`config.mk`:
```
export PLATFORM = sky130hd
export DESIGN_NAME = ps2_wasd_receiver
export DESIGN_NICKNAME = d
export VERILOG_FILES = /design/src/rtl/ps2_wasd_receiver.sv
export SDC_FILE = /design/constraint.sdc
export NUM_CORES = 1
export LEC_CHECK = 0
export CAP_MARGIN = 5
export CORE_MARGIN = 4
export CORE_UTILIZATION = 37
export CTS_BUF_LIST = sky130_fd_sc_hd__clkbuf_4
export DETAILED_ROUTE_END_ITERATION = 7
export SLEW_MARGIN = 10
export SYNTH_ARGS = -nofsm -noshare
export SYNTH_HDL_FRONTEND = slang
export SYNTH_SLANG_ARGS = --single-unit
```
`constraint.sdc`:
```
create_clock -name clk -period 5.1 [get_ports clk]
set_input_delay 1.275 -clock clk [delete_from_list [all_inputs] [get_ports clk]]
set_output_delay 1.275 -clock clk [all_outputs]
set_load 0.02 [all_outputs]
```
`src/rtl/ps2_wasd_receiver.sv`:
```
// PS/2 scan-code set 2 receiver that turns W/A/S/D and arrow make/break codes into held-key levels.
// Latency: key_valid, scan_code and w/a/s/d update one clk after the stop-bit edge is detected.
module ps2_wasd_receiver #(
  parameter int TIMEOUT_CYCLES = 50000,
  parameter int SYNC_STAGES    = 2
) (
  input  logic       clk,
  input  logic       reset,
  input  logic       ps2_clk,
  input  logic       ps2_data,
  output logic       w,
  output logic       a,
  output logic       s,
  output logic       d,
  output logic [7:0] scan_code,
  output logic       key_valid,
  output logic       frame_error
);

  localparam int CW = $clog2(TIMEOUT_CYCLES + 1);

  typedef enum logic [1:0] {IDLE, DATA, PARITY, STOP} state_t;

  logic [SYNC_STAGES-1:0] clk_sync_q, data_sync_q;
  logic                   clk_prev_q;
  logic                   ps2_clk_s, ps2_data_s, fall;

  state_t         state_q, state_d;
  logic [2:0]     bit_cnt_q, bit_cnt_d;
  logic [7:0]     shift_q, shift_d;
  logic           parity_q, parity_d;
  logic [CW-1:0]  to_cnt_q, to_cnt_d;
  logic           stop_good, stop_bad, timeout;

  logic           ext_q, ext_d, brk_q, brk_d;
  logic [7:0]     held_q, held_d, key_hit;
  logic [7:0]     scan_q, scan_d;
  logic           kv_q, fe_q;

  // Lines idle high, so the chain resets to 1 to avoid a false edge after reset.
  always_ff @(posedge clk) begin
    if (reset) begin
      clk_sync_q  <= '1;
      data_sync_q <= '1;
      clk_prev_q  <= 1'b1;
    end else begin
      clk_sync_q  <= {clk_sync_q[SYNC_STAGES-2:0], ps2_clk};
      data_sync_q <= {data_sync_q[SYNC_STAGES-2:0], ps2_data};
      clk_prev_q  <= clk_sync_q[SYNC_STAGES-1];
    end
  end

  assign ps2_clk_s  = clk_sync_q[SYNC_STAGES-1];
  assign ps2_data_s = data_sync_q[SYNC_STAGES-1];
  assign fall       = clk_prev_q & ~ps2_clk_s;

  always_comb begin
    state_d   = state_q;
    bit_cnt_d = bit_cnt_q;
    shift_d   = shift_q;
    parity_d  = parity_q;
    stop_good = 1'b0;
    stop_bad  = 1'b0;
    timeout   = 1'b0;
    to_cnt_d  = (state_q == IDLE) ? '0 : to_cnt_q + CW'(1);
    if (fall) begin
      to_cnt_d = '0;
      case (state_q)
        IDLE: begin
          if (!ps2_data_s) begin
            state_d   = DATA;
            bit_cnt_d = 3'd0;
          end
        end
        DATA: begin
          shift_d   = {ps2_data_s, shift_q[7:1]};
          bit_cnt_d = bit_cnt_q + 3'd1;
          if (bit_cnt_q == 3'd7) state_d = PARITY;
        end
        PARITY: begin
          parity_d = ps2_data_s;
          state_d  = STOP;
        end
        default: begin
          state_d = IDLE;
          if (((^shift_q) ^ parity_q) && ps2_data_s) stop_good = 1'b1;
          else                                        stop_bad  = 1'b1;
        end
      endcase
    end else if (state_q != IDLE && to_cnt_q == CW'(TIMEOUT_CYCLES - 1)) begin
      timeout  = 1'b1;
      state_d  = IDLE;
      to_cnt_d = '0;
    end
  end

  // Held-bit layout: [3:0] = W A S D letters, [7:4] = Up Left Down Right arrows.
  always_comb begin
    key_hit = 8'h00;
    case ({ext_q, shift_q})
      9'h01D:  key_hit = 8'b0000_0001;
      9'h01C:  key_hit = 8'b0000_0010;
      9'h01B:  key_hit = 8'b0000_0100;
      9'h023:  key_hit = 8'b0000_1000;
      9'h175:  key_hit = 8'b0001_0000;
      9'h16B:  key_hit = 8'b0010_0000;
      9'h172:  key_hit = 8'b0100_0000;
      9'h174:  key_hit = 8'b1000_0000;
      default: key_hit = 8'h00;
    endcase
  end

  always_comb begin
    ext_d  = ext_q;
    brk_d  = brk_q;
    held_d = held_q;
    scan_d = scan_q;
    if (stop_good) begin
      scan_d = shift_q;
      if (shift_q == 8'hE0) begin
        ext_d = 1'b1;
      end else if (shift_q == 8'hF0) begin
        brk_d = 1'b1;
      end else begin
        held_d = brk_q ? (held_q & ~key_hit) : (held_q | key_hit);
        ext_d  = 1'b0;
        brk_d  = 1'b0;
      end
    end else if (stop_bad || timeout) begin
      ext_d = 1'b0;
      brk_d = 1'b0;
    end
  end

  always_ff @(posedge clk) begin
    if (reset) begin
      state_q   <= IDLE;
      bit_cnt_q <= 3'd0;
      shift_q   <= 8'h00;
      parity_q  <= 1'b0;
      to_cnt_q  <= '0;
      ext_q     <= 1'b0;
      brk_q     <= 1'b0;
      held_q    <= 8'h00;
      scan_q    <= 8'h00;
      kv_q      <= 1'b0;
      fe_q      <= 1'b0;
    end else begin
      state_q   <= state_d;
      bit_cnt_q <= bit_cnt_d;
      shift_q   <= shift_d;
      parity_q  <= parity_d;
      to_cnt_q  <= to_cnt_d;
      ext_q     <= ext_d;
      brk_q     <= brk_d;
      held_q    <= held_d;
      scan_q    <= scan_d;
      kv_q      <= stop_good;
      fe_q      <= stop_bad | timeout;
    end
  end

  assign w           = held_q[0] | held_q[4];
  assign a           = held_q[1] | held_q[5];
  assign s           = held_q[2] | held_q[6];
  assign d           = held_q[3] | held_q[7];
  assign scan_code   = scan_q;
  assign key_valid   = kv_q;
  assign frame_error = fe_q;

endmodule

```
==> impl_metrics.yaml, run 1 <==
floorplan:
  dieWidth_um: 94.2
  die-area_mm2: 0.00888
  fp-row-count: 31
  coreArea_mm2: 0.00725
  ioPinCount: 18
  fp.dieH_um: 94.2
  initial_core_util_pct: 37.9
worst_setup_path:
  crit_required_ns: 3.83
  critPathMaxStageDelay_ns: 0.54
  critPathLaunchType: "register"
  worst_ep_arrival_time_ns: 1.55
  crit_type: "register to output port"
  crit_family: "buffers and inverters"
  crit_path_end_kind: "output port"
  path_buf_inv: 1
  worstPathMaxFanout: 2
  cp_slowest_cell: "clkdlybuf4s50_1"
  cp_cell_sequence: "or2_2 > clkdlybuf4s50_1"
routing:
  drt_iter0_drc: 92
  detail_route.first_pass.iterations: 4
  antenna_left: 0
  drc: 0
  wl_per_cell_um: 12.9
  vias_per_cell: 5.19
  wirelength_um: 5500
  num_vias: 2214
yosys:
  async_flop_share_pct: 0
  synthCells: 316
  yosysWarnings: 0
  ys_types: 43
  syn-num-nets: 342
  avgSynthCellArea_um2: 8.70
  yosysTopAreaCell: "dfxtp_1"
  netlist.area_leader.share_pct: 40.0
  synth-edff-count: 0
  synth.area.top_cells: "dfxtp_1, ha_1, a21oi_1"
  dominantRegCellSynth: "dfxtp_1"
  syn-cell-area_mm2: 0.00275
  yosysSeqAreaShare_pct: 40.0
  ys_ff_latch: 55
clock_tree:
  ctsResizeCount: 0
  cts_sinks: 55
  path_clk_slew_ns: 0.16
  post_cts_buffers: 0
  h-tree-depth: 2
  cts_buffers: 5
  clockBufferDepth: 2
  cts_tree: "built"
  clk_latency_ns: 0.38
  holdBufCountCts: 0
  cts-root-buf: "clkbuf_4"
pwr:
  vdd_drop_max_mv: 0.0857
  finalPower_uw: 643
  power.leakage_nw: 0.998
  power_density_mw_per_mm2: 211
global_route:
  grt_remaining_overflow: 0
  grt_pass1_vias: 2108
  grt_max_degree: 23
  grt.total_usage_pct: 13.5
  antenna_found_initial: 0
  grt_pass1_wl_um: 9690
placed_design:
  placed_cells_incl_taps: 419
  hpwl_um: 3940
  place_congestion: 0.815
  portBuffers: 17
finish:
  synthToLayoutAreaGrowth_pct: 11.0
  fin_util_pct: 42.1
  fin_nets: 353
  instances_no_fill: 427
  antenna_cells: 0
  drive_above_1_share_pct: 8.23
flow_run:
  maxCapViolCount: 0
timing:
  finalCriticalPeriod_ns: 2.82
  tightest_slew_ns: 1.07
  fmax_mhz: 355
  fin_skew_ns: 0.0148
  setup_tns_ns: 0
  timing.final.crit_share_pct: 55.3
  max-slew-margin-rel_pct: 28.7
  hold_ws_ns: 0.432
  setup_violations: 0
  drv_slew: 0
  finalHoldViolations: 0
  grt_setup_unrepaired: "no"
min_path:
  min_path_type: "register to register"
outcome:
  status: "complete, no violations"
[routing by layer]
metal	wire [um]	vias to the layer above	GRT usage [%]
li1	-	1141	-
met3	163	7	2.56
met1	2540	1044	16.3
met2	2710	22	23.6
met5	0	-	0
met4	84	0	4.69
[worst paths after layout]
path / startpoint / end / slack (ns) / cells past startpoint
min: data_sync_q[0] / data_sync_q[1] / 0.43 / 1
max reg2reg: shift_q[2] / brk_q / 2.44 / 6
max: register / d / 2.28 / 2
min reg2reg: data_sync_q[0] / data_sync_q[1] / 0.43 / 1
[power breakdown]
part           total (mW)  switching, mW  internal, mW  leakage (nW)
clock               0.194          0.141        0.0530        0.0272
sequential          0.434        0.00168         0.432         0.444
combinational      0.0160        0.00998       0.00605         0.527
[cell usage in the layout (no fill, tap or decap), types with 3 or more instances in the layout]
master / count
nor3_1: 6
clkbuf_4: 5
mux2i_1: 4
or2_2: 11
nand4_1: 11
nor4_1: 6
xnor2_1: 12
buf_4: 3
and3_1: 5
nand2_1: 20
or4_1: 5
inv_1: 13
dfxtp_1: 55
o31ai_1: 5
nor2_1: 22
clkdlybuf4s50_1: 17
o211ai_1: 3
o21ai_0: 12
ha_1: 22
or3_1: 3
nand3_1: 27
nand2b_1: 5
a21oi_1: 29
[cell families (layout without fill, tap and decap cells)]
group                      count (synthesis)  in the layout  synth area share [%]
and+or+nand+nor                          132            132                  26.0
AOI/OAI and AO/OA                         58             58                  12.2
DFF                                       55             55                  40.0
buffers and inverters                     29             41                  4.37
adders and majority gates                 22             22                  10.0
xor gates and xnor gates                  16             16                  5.91
muxes                                      4              4                  1.46
[synth_stat cells, types with 2 or more instances]
cell	n
dfxtp_1	55
a21oi_1	29
nand3_1	27
ha_1	22
nor2_1	22
nand2_1	20
inv_1	13
o21ai_0	12
xnor2_1	12
clkbuf_1	11
nand4_1	11
or2_2	11
nor3_1	6
nor4_1	6
and3_1	5
nand2b_1	5
o31ai_1	5
or4_1	5
mux2i_1	4
buf_2	3
o211ai_1	3
or3_1	3
a211oi_1	2
a31oi_1	2
and4b_1	2
nor2b_1	2
xor2_1	2
[area by class of cell]
| class | instances | area [um2] |
|---|---|---|
| flip-flops and latches | 55 | 1100 |
| inverters | 13 | 48.8 |
| repair buffers | 20 | 193 |
| fillers | 760 | 4200 |
| well taps | 99 | 124 |
| clock buffers | 5 | 37.5 |
| multi-input cells | 232 | 1530 |
| clock inverters | 3 | 20.0 |
[metrics by stage]
| step | cell area (um2) | setup slack [ns] |
|---|---|---|
| after floorplan | 2750 | 2.98 |
| after global placement | 3000 | 2.05 |
| after detailed placement | 3000 | 1.98 |
| after CTS | 3050 | 2.24 |
| after global routing | 3050 | 2.17 |
| final | 3050 | 2.28 |
(Power assumes the default switching activity.)
==> inputs of run 2 (changes only) <==
==> constraint.sdc (replaced) <==
create_clock -name clk -period 2.75 [get_ports clk]
set_input_delay 0.6875 -clock clk [delete_from_list [all_inputs] [get_ports clk]]
set_output_delay 0.6875 -clock clk [all_outputs]
set_load 0.02 [all_outputs]
==> run 2 against run 1 <==
  * Final area is 0.61% higher
  * Combinational power up 100%
  * Critical path type is now register to register
  * Total power up 82%
  * Wire length grew 3.5%
  * Largest power group unchanged
  * Clock power increased by 71%
  * Critical path depth up 5
==> impl_metrics.yaml, run 2 (synthesized netlist as in run 1, its figures left out) <==
clock_tree:
  cts-root-buf: "clkbuf_4"
  cts_tree: "built"
  path_clk_slew_ns: 0.15
  post_cts_buffers: 0
  cts_sinks: 55
  ctsResizeCount: 0
  clockBufferDepth: 2
  cts_buffers: 5
  clk_latency_ns: 0.36
  holdBufCountCts: 0
  h-tree-depth: 2
global_route:
  antenna_found_initial: 0
  grt_pass1_wl_um: 10100
  grt.total_usage_pct: 14.0
  grt_pass1_vias: 2153
  grtUsageMet3_pct: 2.64
  grtUsageMet2_pct: 24.3
  grt_busiest_layer: "met2"
  grt_max_degree: 22
  grt_remaining_overflow: 0
  grtUsageMet1_pct: 17.7
worst_setup_path:
  path_buf_inv: 2
  crit_path_end_kind: "register"
  worstPathMaxFanout: 13
  crit_required_ns: 3.06
  cp_slowest_cell: "or4_1"
  r2r_cells: 7
  rrSetupSlack_ns: 0.39
  crit_family: "XOR/XNOR gates"
  worst_ep_arrival_time_ns: 2.66
  cp.depth: 7
  critPathMaxStageDelay_ns: 0.50
  crit_type: "register to register"
  reg2reg_from: "shift_q[2]"
  cp_cell_sequence: "inv_1 > ha_1 > xnor3_2 > xnor2_1 > buf_4 > or4_1 > a21oi_1"
  crit_start: "shift_q[2]"
  critPathLaunchType: "register"
pwr:
  vdd_drop_max_mv: 0.166
  finalPower_mw: 1.17
  power_density_mw_per_mm2: 380
  power.leakage_nw: 1.02
timing:
  max-slew-margin-rel_pct: 51.0
  drv_slew: 0
  setup_tns_ns: 0
  tightest_slew_ns: 0.733
  fin_skew_ns: 0.0109
  fmax_mhz: 425
  finalHoldViolations: 0
  grt_setup_unrepaired: "no"
  timing.final.crit_share_pct: 85.7
  setup_violations: 0
  finalCriticalPeriod_ns: 2.36
finish:
  synthToLayoutAreaGrowth_pct: 11.7
  fin_nets: 357
  most-common-layout-cells: "dfxtp_1, a21oi_1, nand3_1, nor2_1, ha_1"
  fill_cells: 727
  antenna_cells: 0
  drive_above_1_share_pct: 8.76
  layout_commonest_cell: "dfxtp_1"
outcome:
  status: "complete, no violations"
floorplan:
  ioPinCount: 18
  initial_core_util_pct: 37.9
  die-area_mm2: 0.00888
  dieWidth_um: 94.2
  fp-row-count: 31
  fp.dieH_um: 94.2
  coreArea_mm2: 0.00725
routing:
  wirelength_um: 5690
  num_vias: 2224
  wl_per_cell_um: 13.2
  detail_route.first_pass.iterations: 4
  drc: 0
  vias_per_cell: 5.17
  antenna_left: 0
  drt_iter0_drc: 101
placed_design:
  portBuffers: 17
  place_congestion: 0.830
  hpwl_um: 4180
flow_run:
  maxCapViolCount: 0
min_path:
  min_path_type: "register to register"
-- run 2: cell types whose count changed in the layout (fill, tap and decap cells not counted) --
| cell | change |
|---|---|
| buf_4 | +4 |
| clkinvlp_4 | -2 |
| clkinv_1 | +1 |
-- run 2: final cells by class --
class                           instances  area [um2]  share of cell area (%)
Clock buffer                            5        37.5                    1.22
Clock inverter                          2        8.76                   0.285
Inverter                               13        48.8                    1.59
Multi-Input combinational cell        232        1530                    49.8
Sequential cell                        55        1100                    35.8
Tap cell                               99         124                    4.03
Timing Repair Buffer                   24         223                    7.25
-- run 2: how the worst min path moves through the flow --
stage              startpoint        endpoint  cells past startpoint
6_report        clk_sync_q[0]   clk_sync_q[1]                      1
5_1_grt        data_sync_q[0]  data_sync_q[1]                      1
4_1_cts        data_sync_q[0]  data_sync_q[1]                      1
3_5_place_dp   data_sync_q[0]  data_sync_q[1]                      1
3_3_place_gp    clk_sync_q[0]   clk_sync_q[1]                      1
2_1_floorplan   clk_sync_q[0]   clk_sync_q[1]                      1
-- run 2: where the power goes --
part | switching, mW | leakage (nW) | internal (mW)
logic | 0.0193 | 0.546 | 0.0131
registers | 0.00314 | 0.444 | 0.801
clock network | 0.240 | 0.0285 | 0.0916
total | 0.263 | 1.02 | 0.905
-- run 2: worst reg2reg max path, cell delays in order (launching register included) --
cell and delay, ns:
dfxtp_1 0.45, inv_1 0.09, ha_1 0.31, xnor3_2 0.39
xnor2_1 0.20, buf_4 0.21, or4_1 0.50, a21oi_1 0.15
-- run 2: metrics by stage --
step	util (%)	area, um2	hold WS, ns	instances	setup slack (ns)
after floorplan	-	2750	0.389	316	0.628
after global placement	41.7	3030	0.393	423	0.507
after detailed placement	41.7	3030	0.398	423	0.420
after CTS	42.3	3070	0.433	430	0.369
after global routing	42.3	3070	0.449	430	0.212
final	42.3	3070	0.428	430	0.394
-- run 2: per-layer routing --
layer	vias up	routed length, um
met5	-	0
met4	0	63
met3	4	209
met2	36	2750
met1	1027	2670
li1	1157	-
==> inputs of run 3 (changes only) <==
--- a/config.mk
+++ b/config.mk
@@ -10,7 +10,7 @@
 export CORE_UTILIZATION = 37
 export CTS_BUF_LIST = sky130_fd_sc_hd__clkbuf_4
 export DETAILED_ROUTE_END_ITERATION = 7
-export SLEW_MARGIN = 10
+export SLEW_MARGIN = 30
 export SYNTH_ARGS = -nofsm -noshare
 export SYNTH_HDL_FRONTEND = slang
 export SYNTH_SLANG_ARGS = --single-unit
==> results of run 3 <==
No change in the layout: final DEF, timing and power equal those of run 2.
